**config.mk**
```make
export PLATFORM = sky130hd
export DESIGN_NAME = snake_sequencer
export DESIGN_NICKNAME = d
export VERILOG_FILES = /design/src/rtl/snake_sequencer_pkg.sv /design/src/rtl/snake_sequencer_apple_lfsr.sv /design/src/rtl/snake_sequencer.sv
export SDC_FILE = /design/constraint.sdc
export NUM_CORES = 1
export LEC_CHECK = 0
export ABC_AREA = 1
export BUFFER_PORTS_ARGS = -buffer_cell sky130_fd_sc_hd__clkbuf_2
export CAP_MARGIN = 5
export CORE_MARGIN = 5
export CORE_UTILIZATION = 30
export DETAILED_ROUTE_END_ITERATION = 16
export PLACE_DENSITY_LB_ADDON = 0.3
export RECOVER_POWER = 50
export SLEW_MARGIN = 20
export SYNTH_ARGS = -nofsm -noshare
export SYNTH_HDL_FRONTEND = slang
export SYNTH_SLANG_ARGS = --single-unit
```
**constraint.sdc**
```tcl
create_clock -name system_clk -period 6.45 [get_ports system_clk]
set_input_delay 1.29 -clock system_clk [delete_from_list [all_inputs] [get_ports system_clk]]
set_output_delay 1.29 -clock system_clk [all_outputs]
set_load 0.02 [all_outputs]
```
**src/rtl/snake_sequencer_pkg.sv**
```systemverilog
// Shared game types for the snake sequencer: headings, FSM states, LFSR seed.
package snake_sequencer_pkg;

    typedef enum logic [1:0] {
        UP    = 2'd0,
        DOWN  = 2'd1,
        LEFT  = 2'd2,
        RIGHT = 2'd3
    } direction_t;

    typedef enum logic [1:0] {
        IDLE  = 2'd0,
        RUN   = 2'd1,
        PAUSE = 2'd2,
        OVER  = 2'd3
    } game_state_t;

    localparam logic [7:0] LFSR_SEED = 8'hA5;

    function automatic direction_t opposite(input direction_t d);
        case (d)
            UP:      return DOWN;
            DOWN:    return UP;
            LEFT:    return RIGHT;
            default: return LEFT;
        endcase
    endfunction

endpackage

```
**src/rtl/snake_sequencer_apple_lfsr.sv**
```systemverilog
// 8-bit Fibonacci LFSR (x^8+x^6+x^5+x^4+1) that walks candidate apple cells.
module apple_lfsr
    import snake_sequencer_pkg::*;
(
    input  logic       clk,
    input  logic       nreset,
    input  logic       advance,
    output logic [7:0] value
);

    logic feedback;

    // Primitive polynomial: from a non-zero seed the register never reaches zero.
    assign feedback = value[7] ^ value[5] ^ value[4] ^ value[3];

    always_ff @(posedge clk) begin
        if (!nreset) begin
            value <= LFSR_SEED;
        end else if (advance) begin
            value <= {value[6:0], feedback};
        end
    end

endmodule

```
**src/rtl/snake_sequencer.sv**
```systemverilog
// Game control FSM: move timing, heading queue, apple placement search and end-of-game detection.
module snake_sequencer
    import snake_sequencer_pkg::*;
#(
    parameter int unsigned  MAX_LENGTH  = 30,
    parameter logic [23:0]  BASE_PERIOD = 24'd5_000_000,
    parameter logic [23:0]  MIN_PERIOD  = 24'd1_000_000,
    parameter logic [23:0]  SPEED_STEP  = 24'd100_000
)
(
    input  logic        system_clk,
    input  logic        nreset,
    input  logic        start_btn,
    input  logic        pause_btn,
    input  logic        dir_valid,
    input  direction_t  dir_req,
    input  logic        good_collision,
    input  logic        bad_collision,
    input  logic [7:0]  score,
    input  logic        apple_occupied,
    output logic        step,
    output logic        grow,
    output logic        clear,
    output direction_t  direction,
    output game_state_t state,
    output logic        game_over,
    output logic [3:0]  apple_x,
    output logic [3:0]  apple_y,
    output logic [3:0]  probe_x,
    output logic [3:0]  probe_y
);

    game_state_t state_d;
    direction_t  dir_d, pend_dir_q, pend_dir_d;
    logic        pend_vld_q, pend_vld_d;
    logic [23:0] cnt_q, cnt_d, period_q, period_d;
    logic        search_q, search_d;
    logic [7:0]  probes_q, probes_d;
    logic [3:0]  apple_x_d, apple_y_d;
    logic        step_d, grow_d, clear_d;
    logic        active, terminal, search_busy, stepping;
    logic [7:0]  lfsr;
    logic        lfsr_adv;

    // Saturating move period; computed wide so score*SPEED_STEP cannot wrap.
    function automatic logic [23:0] calc_period(input logic [7:0] s);
        logic [32:0] dec;
        dec = 33'(s) * 33'(SPEED_STEP);
        if (dec + 33'(MIN_PERIOD) >= 33'(BASE_PERIOD)) return MIN_PERIOD;
        return BASE_PERIOD - dec[23:0];
    endfunction

    apple_lfsr u_lfsr (
        .clk     (system_clk),
        .nreset  (nreset),
        .advance (lfsr_adv),
        .value   (lfsr)
    );

    assign active      = (state == RUN) || (state == PAUSE);
    assign terminal    = (cnt_q == period_q - 24'd1);
    // A growth step launches a search next cycle; treat it as busy already.
    assign search_busy = search_q | (step & grow);
    assign lfsr_adv    = search_q & apple_occupied;
    assign probe_x     = search_q ? lfsr[7:4] : 4'd0;
    assign probe_y     = search_q ? lfsr[3:0] : 4'd0;
    assign game_over   = (state == OVER);

    always_comb begin
        state_d    = state;
        cnt_d      = cnt_q;
        period_d   = period_q;
        dir_d      = direction;
        pend_dir_d = pend_dir_q;
        pend_vld_d = pend_vld_q;
        search_d   = search_q;
        probes_d   = probes_q;
        apple_x_d  = apple_x;
        apple_y_d  = apple_y;
        step_d     = 1'b0;
        grow_d     = 1'b0;
        clear_d    = 1'b0;
        stepping   = 1'b0;

        if (search_q) begin
            if (!apple_occupied) begin
                apple_x_d = lfsr[7:4];
                apple_y_d = lfsr[3:0];
                search_d  = 1'b0;
            end else begin
                probes_d = probes_q + 8'd1;
            end
        end
        if (step && grow && active) begin
            search_d = 1'b1;
            probes_d = 8'd0;
        end

        case (state)
            IDLE: begin
                if (start_btn) begin
                    state_d    = RUN;
                    clear_d    = 1'b1;
                    cnt_d      = 24'd0;
                    period_d   = calc_period(score);
                    search_d   = 1'b1;
                    probes_d   = 8'd0;
                    dir_d      = RIGHT;
                    pend_vld_d = 1'b0;
                end
            end
            RUN: begin
                if (pause_btn) begin
                    state_d = PAUSE;
                end else if (!terminal) begin
                    cnt_d = cnt_q + 24'd1;
                end else if (!search_busy) begin
                    if (bad_collision) begin
                        state_d = OVER;
                    end else begin
                        stepping = 1'b1;
                        step_d   = 1'b1;
                        grow_d   = good_collision;
                        cnt_d    = 24'd0;
                        period_d = calc_period(score);
                    end
                end
            end
            PAUSE: begin
                if (pause_btn) state_d = RUN;
            end
            default: begin
                if (start_btn) state_d = IDLE;
            end
        endcase

        // The step pulse is seen by the datapath before the game ends on length.
        if (step && active && ({24'd0, score} >= MAX_LENGTH)) state_d = OVER;
        if (search_q && apple_occupied && probes_q == 8'd255) state_d = OVER;
        if (state_d == OVER || state_d == IDLE) search_d = 1'b0;

        // Commit first so a request in the step cycle is judged against the new heading.
        if (active) begin
            if (stepping && pend_vld_q) begin
                dir_d      = pend_dir_q;
                pend_vld_d = 1'b0;
            end
            if (dir_valid && dir_req != opposite(dir_d)) begin
                pend_dir_d = dir_req;
                pend_vld_d = 1'b1;
            end
        end
    end

    always_ff @(posedge system_clk) begin
        if (!nreset) begin
            state      <= IDLE;
            cnt_q      <= 24'd0;
            period_q   <= BASE_PERIOD;
            direction  <= RIGHT;
            pend_dir_q <= RIGHT;
            pend_vld_q <= 1'b0;
            search_q   <= 1'b0;
            probes_q   <= 8'd0;
            apple_x    <= 4'd0;
            apple_y    <= 4'd0;
            step       <= 1'b0;
            grow       <= 1'b0;
            clear      <= 1'b0;
        end else begin
            state      <= state_d;
            cnt_q      <= cnt_d;
            period_q   <= period_d;
            direction  <= dir_d;
            pend_dir_q <= pend_dir_d;
            pend_vld_q <= pend_vld_d;
            search_q   <= search_d;
            probes_q   <= probes_d;
            apple_x    <= apple_x_d;
            apple_y    <= apple_y_d;
            step       <= step_d;
            grow       <= grow_d;
            clear      <= clear_d;
        end
    end

endmodule
```
**After elaboration in Yosys (flattened, before gate mapping)**

Index checks and enable logic that the tools add are counted.

- Add/subtract/negate cells: 5
- $mul: 1
- $lt $le $gt $ge: 2
- Equal/unequal tests: 16
- Mux-type cells: 63
- Bitwise operators: 10
- Reduce and logical (&&, ||, !) cells: 21

Operator list:

| operator | count |
|---|---|
| 24-bit 2-to-1 mux | 13 |
| 24-bit one-hot mux with 2 select lines | 2 |
| 8-bit 2-to-1 mux | 5 |
| 2-bit 2-to-1 mux | 15 |
| 25-bit by 20-bit adder with 26-bit output, second input constant | 1 |
| 26-bit by 23-bit >= comparator with 1-bit output, second input constant | 1 |
| 24-bit by 1-bit adder with 24-bit output, second input constant | 1 |
| 24-bit == test | 1 |
| 1-bit 2-to-1 mux | 24 |
| 23-bit by 24-bit subtractor with 24-bit output, first input constant | 1 |
| 24-bit by 1-bit subtractor with 24-bit output, second input constant | 1 |
| 8-bit by 12-bit multiplier with 20-bit output, second input constant | 1 |
| 2-bit one-hot mux with 3 select lines | 2 |
| 2-bit inequality test, second input constant | 5 |
| 8-bit by 1-bit adder with 8-bit output, second input constant | 1 |
| 2-bit == test, second input constant | 4 |
| 8-bit == test, second input constant | 1 |
| 8-bit by 5-bit >= comparator with 1-bit output, second input constant | 1 |
| 1-bit logical AND | 8 |
| 4-bit 2-to-1 mux | 2 |
| 2-bit zero test | 3 |
| 3-bit inequality test, second input constant | 2 |
| 2-bit AND reduction | 3 |
| 6-bit AND reduction | 1 |
| 11 further kinds | 19 |

- Bits in registers: 83
- Logic and storage cells: 132

**Logic depth before layout (Yosys ltp)**

- Depth in word-level cells: 16
- Mapped depth: 27

**Hierarchy**

From an unflattened synthesis, not the netlist that was laid out.

- Cells, all modules: 1028
- Area, all modules: 6750.2 um^2

By module, submodules not included:

| module | instances | cells each | area an instance (um^2) | seq. area each (um^2) |
|---|---|---|---|---|
| snake_sequencer | 1 | 980 | 6412.4 | 1401.3 |
| apple_lfsr | 1 | 48 | 337.8 | 160.2 |

**Worst setup path before layout**

Ideal clock, no wire load.

- Path kind: input to register
- Start point: in score[2]
- End point: reg period_q[8]
- Data arrival time: 5014 ps
- Slack: 1317 ps
- Stages on the path: 20
- Buffers on the path: 1
- Cell sequence: ha_1 -> ha_1 -> inv_1 -> fa_1 -> inv_1 -> fa_1 -> ha_1 -> a21oi_2 -> nand2_2 -> a21oi_4 -> xor2_2 -> nand2_1 -> nand2_1 -> nand4_1 -> nand3_1 -> xor2_1 -> nand2_2 -> nand2_2 -> buf_6 -> o21ai_2

- Longest elaborated chain between the ends: 15
- Elaborated cells between the ends (all ways): 20

Ends and longest elaborated chain:

| element | RTL line | text |
|---|---|---|
| start: declaration | snake_sequencer.sv:19 | `input logic [7:0] score,` |
| 8-bit by 12-bit multiplier with 20-bit output (*) | snake_sequencer.sv:48 | `dec = 33'(s) * 33'(SPEED_STEP);` |
| 25-bit by 20-bit adder with 26-bit output | snake_sequencer.sv:49 | `if (dec + 33'(MIN_PERIOD) >= 33'(BASE_PERIOD)) return MIN_PERIOD;` |
| 26-bit by 23-bit >= comparator with 1-bit output | snake_sequencer.sv:49 |  |
| 1-bit 2-to-1 mux | snake_sequencer.sv:49 |  |
| 1-bit 2-to-1 mux | snake_sequencer.sv:118 | `if (bad_collision) begin` |
| 1-bit 2-to-1 mux | snake_sequencer.sv:117 | `end else if (!search_busy) begin` |
| 1-bit 2-to-1 mux | snake_sequencer.sv:115 | `end else if (!terminal) begin` |
| 1-bit 2-to-1 mux | snake_sequencer.sv:113 | `if (pause_btn) begin` |
| 1-bit 2-to-1 mux | snake_sequencer.sv:99 | `case (state)` |
| 24-bit 2-to-1 mux | snake_sequencer.sv:50 | `return BASE_PERIOD - dec[23:0];` |
| 24-bit 2-to-1 mux | snake_sequencer.sv:118 |  |
| 24-bit 2-to-1 mux | snake_sequencer.sv:117 |  |
| 24-bit 2-to-1 mux | snake_sequencer.sv:115 |  |
| 24-bit 2-to-1 mux | snake_sequencer.sv:113 |  |
| 24-bit one-hot mux with 2 select lines (*) | snake_sequencer.sv:99 |  |
| end signal: assignment | snake_sequencer.sv:173 | `period_q <= period_d;` |
| end: declaration | snake_sequencer.sv:36 | `logic [23:0] cnt_q, cnt_d, period_q, period_d;` |

Mark *: on every way between the ends. The rest lies on a longest branch, timed or not. The select of a mux whose other input is x is not followed.
A chain may end at the register's enable or synchronous reset.

**Worst setup path in the final report**

- Start point: in score[4]
- End point: reg period_q[23]

The elaborated chain is that of the path after synthesis.

==> results_dict.tcl <==
set metrics [dict create \
    outcome "complete, no violations" \
    initial_core_util 0.302 \
    ys.flop_type "dfxtp_1" \
    crit_chain "clkbuf_2, ha_1, ha_1, inv_1, fa_1, inv_1, fa_1, ha_1, a21oi_2, nand2_2, a21oi_4, xor2_2, nand2_1, nand2_1, nand4_1, nand3_1, xor2_1, nand2_2, nand2_2, o21ai_1" \
    grt_pass1_vias 6127 \
    grt_pass1_wl_mm 29.2 \
    slew_headroom 0.401 \
    grt_max_degree 30 \
    seq_area_frac_synth 0.223 \
    postCtsHoldBufs 0 \
    insertion_delay_ps 340 \
    path_class "input pin to flop" \
    wl_per_cell_um 12.1 \
    cp-end-kind "flop" \
    cts_htree_levels 3 \
    drt_iter0_drc 278 \
    r2r-start "period_q[5]$_SDFFE_PN0P_" \
    worstMarginPinSlew_ps 899 \
    dp_hpwl_mm 14.2 \
    hold_viol 0 \
    synth_area_sq_um 7020 \
    grt-ovfl-total 0 \
    fin_crit_sh 0.824 \
    worst_clock_skew_ps 6.12 \
    worstPathArrival_ps 5540 \
    cts.path.max_buffers 2 \
    synth_cell_types 50 \
    fin_setup_tns_ps 0 \
    fin_crit_ps 5320 \
    cts_resized 0 \
    antenna_cells 0 \
    avgSynthCellArea_sq_um 6.68 \
    antenna_found_initial 0 \
    drtPass1Iterations 4 \
    p_per_area_nw_per_um2 298 \
    cts_tree "built" \
    fmax_mhz 188 \
    syn_to_final_growth_pct 11.1 \
    hold_ws_ps 460 \
    drc 0 \
    gp_congestion 0.847 \
    ant_nets 0 \
    core_sq_um 23300 \
    die_h_um 163 \
    p_leak_nw 3.59 \
    critical_path.max_fanout 12 \
    finalMaxSlewViolations 0 \
    r2r_cells 23 \
    die_area_sq_um 26500 \
    die_w_um 163 \
    rsz0062_at_grt "no" \
    crit_end "period_q[23]$_SDFFE_PN0P_" \
    fin_util 0.335 \
    n_fill_cell 2580 \
    synth-seq-cells 78 \
    final_nets 1187 \
    drv_cap 0 \
    clk_pin_slew_ps 60 \
    ys_warn_count 0 \
    slowest_delay_ps 500 \
    crit_start "score[4]" \
    synthArstFlopShare 0 \
    rrSetupSlack_ps 2890 \
    synthCells 1051 \
    numPortBuffers 41 \
    wirelength_mm 17.1 \
    vias 6445 \
    synth-edff-count 0 \
    track_usage 0.133 \
    top_level_ports 42 \
    rows 56 \
    crit_slowest_cell "fa_1" \
    vdd.ir_drop.worst_v 0.000146 \
    crit_path_start_kind "input pin" \
    viasPerCell 4.56 \
    hold_class "flop to flop" \
    drive_above_1_share 0.0904 \
    postCtsSetupBuffers 0 \
    worstReg2RegEnd "period_q[9]$_SDFFE_PN1P_" \
    required_ps 6680 \
    clock-sinks 78 \
    root_buffer "clkbuf_16" \
    synth_nets 1148 \
    setup_viol 0 \
    cts-buffers-inserted 9 \
]
how the worst min path moves through the flow:
| stage | end | startpoint | depth (start not counted) | slack, ps |
|---|---|---|---|---|
| final | pend_dir_q[1]$_SDFFE_PN1P_ | pend_dir_q[1]$_SDFFE_PN1P_ | 2 | 460 |
| after floorplan | pend_dir_q[1]$_SDFFE_PN1P_ | pend_dir_q[1]$_SDFFE_PN1P_ | 2 | 430 |
| after global routing | pend_dir_q[1]$_SDFFE_PN1P_ | pend_dir_q[1]$_SDFFE_PN1P_ | 2 | 500 |
| after global placement | pend_dir_q[1]$_SDFFE_PN1P_ | pend_dir_q[1]$_SDFFE_PN1P_ | 2 | 450 |
| after CTS | pend_dir_q[1]$_SDFFE_PN1P_ | pend_dir_q[1]$_SDFFE_PN1P_ | 2 | 470 |
| after detailed placement | pend_dir_q[1]$_SDFFE_PN1P_ | pend_dir_q[1]$_SDFFE_PN1P_ | 2 | 450 |
flip-flops by register name (all words and copies together), names as in the netlist:
signal / cells
apple_y: 4
state: 2
search_q: 1
period_q: 19
pend_dir_q: 2
step: 1
direction: 2
clear: 1
probes_q: 8
grow: 1
pend_vld_q: 1
cnt_q: 24
u_lfsr.value: 8
apple_x: 4
per-stage QoR:
step           setup slack, ps  total power [mW]  instances  area (sq um)
2_1_floorplan             1320              1.61       1051          7020
6_report                  1130              2.33       1414          7790
3_5_place_dp               770              1.83       1398          7540
5_1_grt                    761              2.56       1414          7790
4_1_cts                   1130              2.36       1414          7840
3_3_place_gp               849              1.82       1398          7540
cell families after synthesis:
kind of cell / count (synthesis) / share of synthesized area
buffers and inverters: 166 / 0.0945
adders and majority gates: 79 / 0.154
xor gates and xnor gates: 42 / 0.0635
AOI/OAI and AO/OA: 134 / 0.117
DFF: 78 / 0.223
and+or+nand+nor: 552 / 0.349
power breakdown:
part,switching (mW),leakage [nW],internal (mW)
clock network,0.217,0.142,0.301
registers,0.0447,0.633,0.521
logic,0.815,2.82,0.427
total,1.08,3.59,1.25
cell usage after synthesis, types with 5 or more instances:
master,n,area share
nand3b_1,5,0.0054
nor3_1,13,0.0093
inv_2,7,0.0037
xor2_1,20,0.025
nor2_1,119,0.064
o21ai_1,7,0.0050
xnor2_1,14,0.017
ha_1,67,0.12
nand4_1,21,0.019
o211ai_1,6,0.0064
a21oi_1,47,0.034
a31oi_1,5,0.0045
nand3_1,97,0.069
nor2_2,9,0.0080
inv_1,142,0.076
nand2_1,258,0.14
dfxtp_1,78,0.22
xor2_2,6,0.014
a21oi_2,6,0.0075
o21a_1,5,0.0054
nand2_2,8,0.0071
nand3_2,6,0.0086
clkbuf_1,7,0.0037
o21ai_2,13,0.016
fa_1,12,0.034
o21ai_0,34,0.024
placed cells by master (no fill, tap or decap), drive strengths merged, types with 6 or more instances in the layout:
cell,synthesis,routed
a21oi,55,55
clkbuf,7,51
dfxtp,78,78
fa,12,12
ha,67,67
inv,151,153
nand2,268,268
nand3,103,103
nand4,21,21
nor2,131,131
nor3,14,14
o211ai,6,6
o21ai,54,54
xnor2,14,14
xor2,27,27
layer usage:
layer  track usage  part of all wire  vias up
li1              -                 -     3480
met4        0.0412             0.016        0
met3        0.0116             0.019       18
met5             0                 0        -
met1         0.185              0.51     2877
met2         0.220              0.45       70
area by class of cell:
class | instances | area [sq um] | share of cell area
timing repair buffer | 42 | 176 | 0.0226
sequential | 78 | 1560 | 0.200
inverter | 152 | 576 | 0.0738
tap | 319 | 399 | 0.0512
clock buffer | 9 | 225 | 0.0289
multi-input combinational | 807 | 4780 | 0.614
clock inverter | 7 | 72.6 | 0.00931
worst max-delay path, delay by kind of cell:
family | cells | cell delay (ps)
buffers and inverters | 3 | 240
xor gates and xnor gates | 2 | 440
AOI/OAI and AO/OA | 3 | 470
and+or+nand+nor | 7 | 1150
adders and majority gates | 5 | 1960
Power figures use the tool's default switching activity.
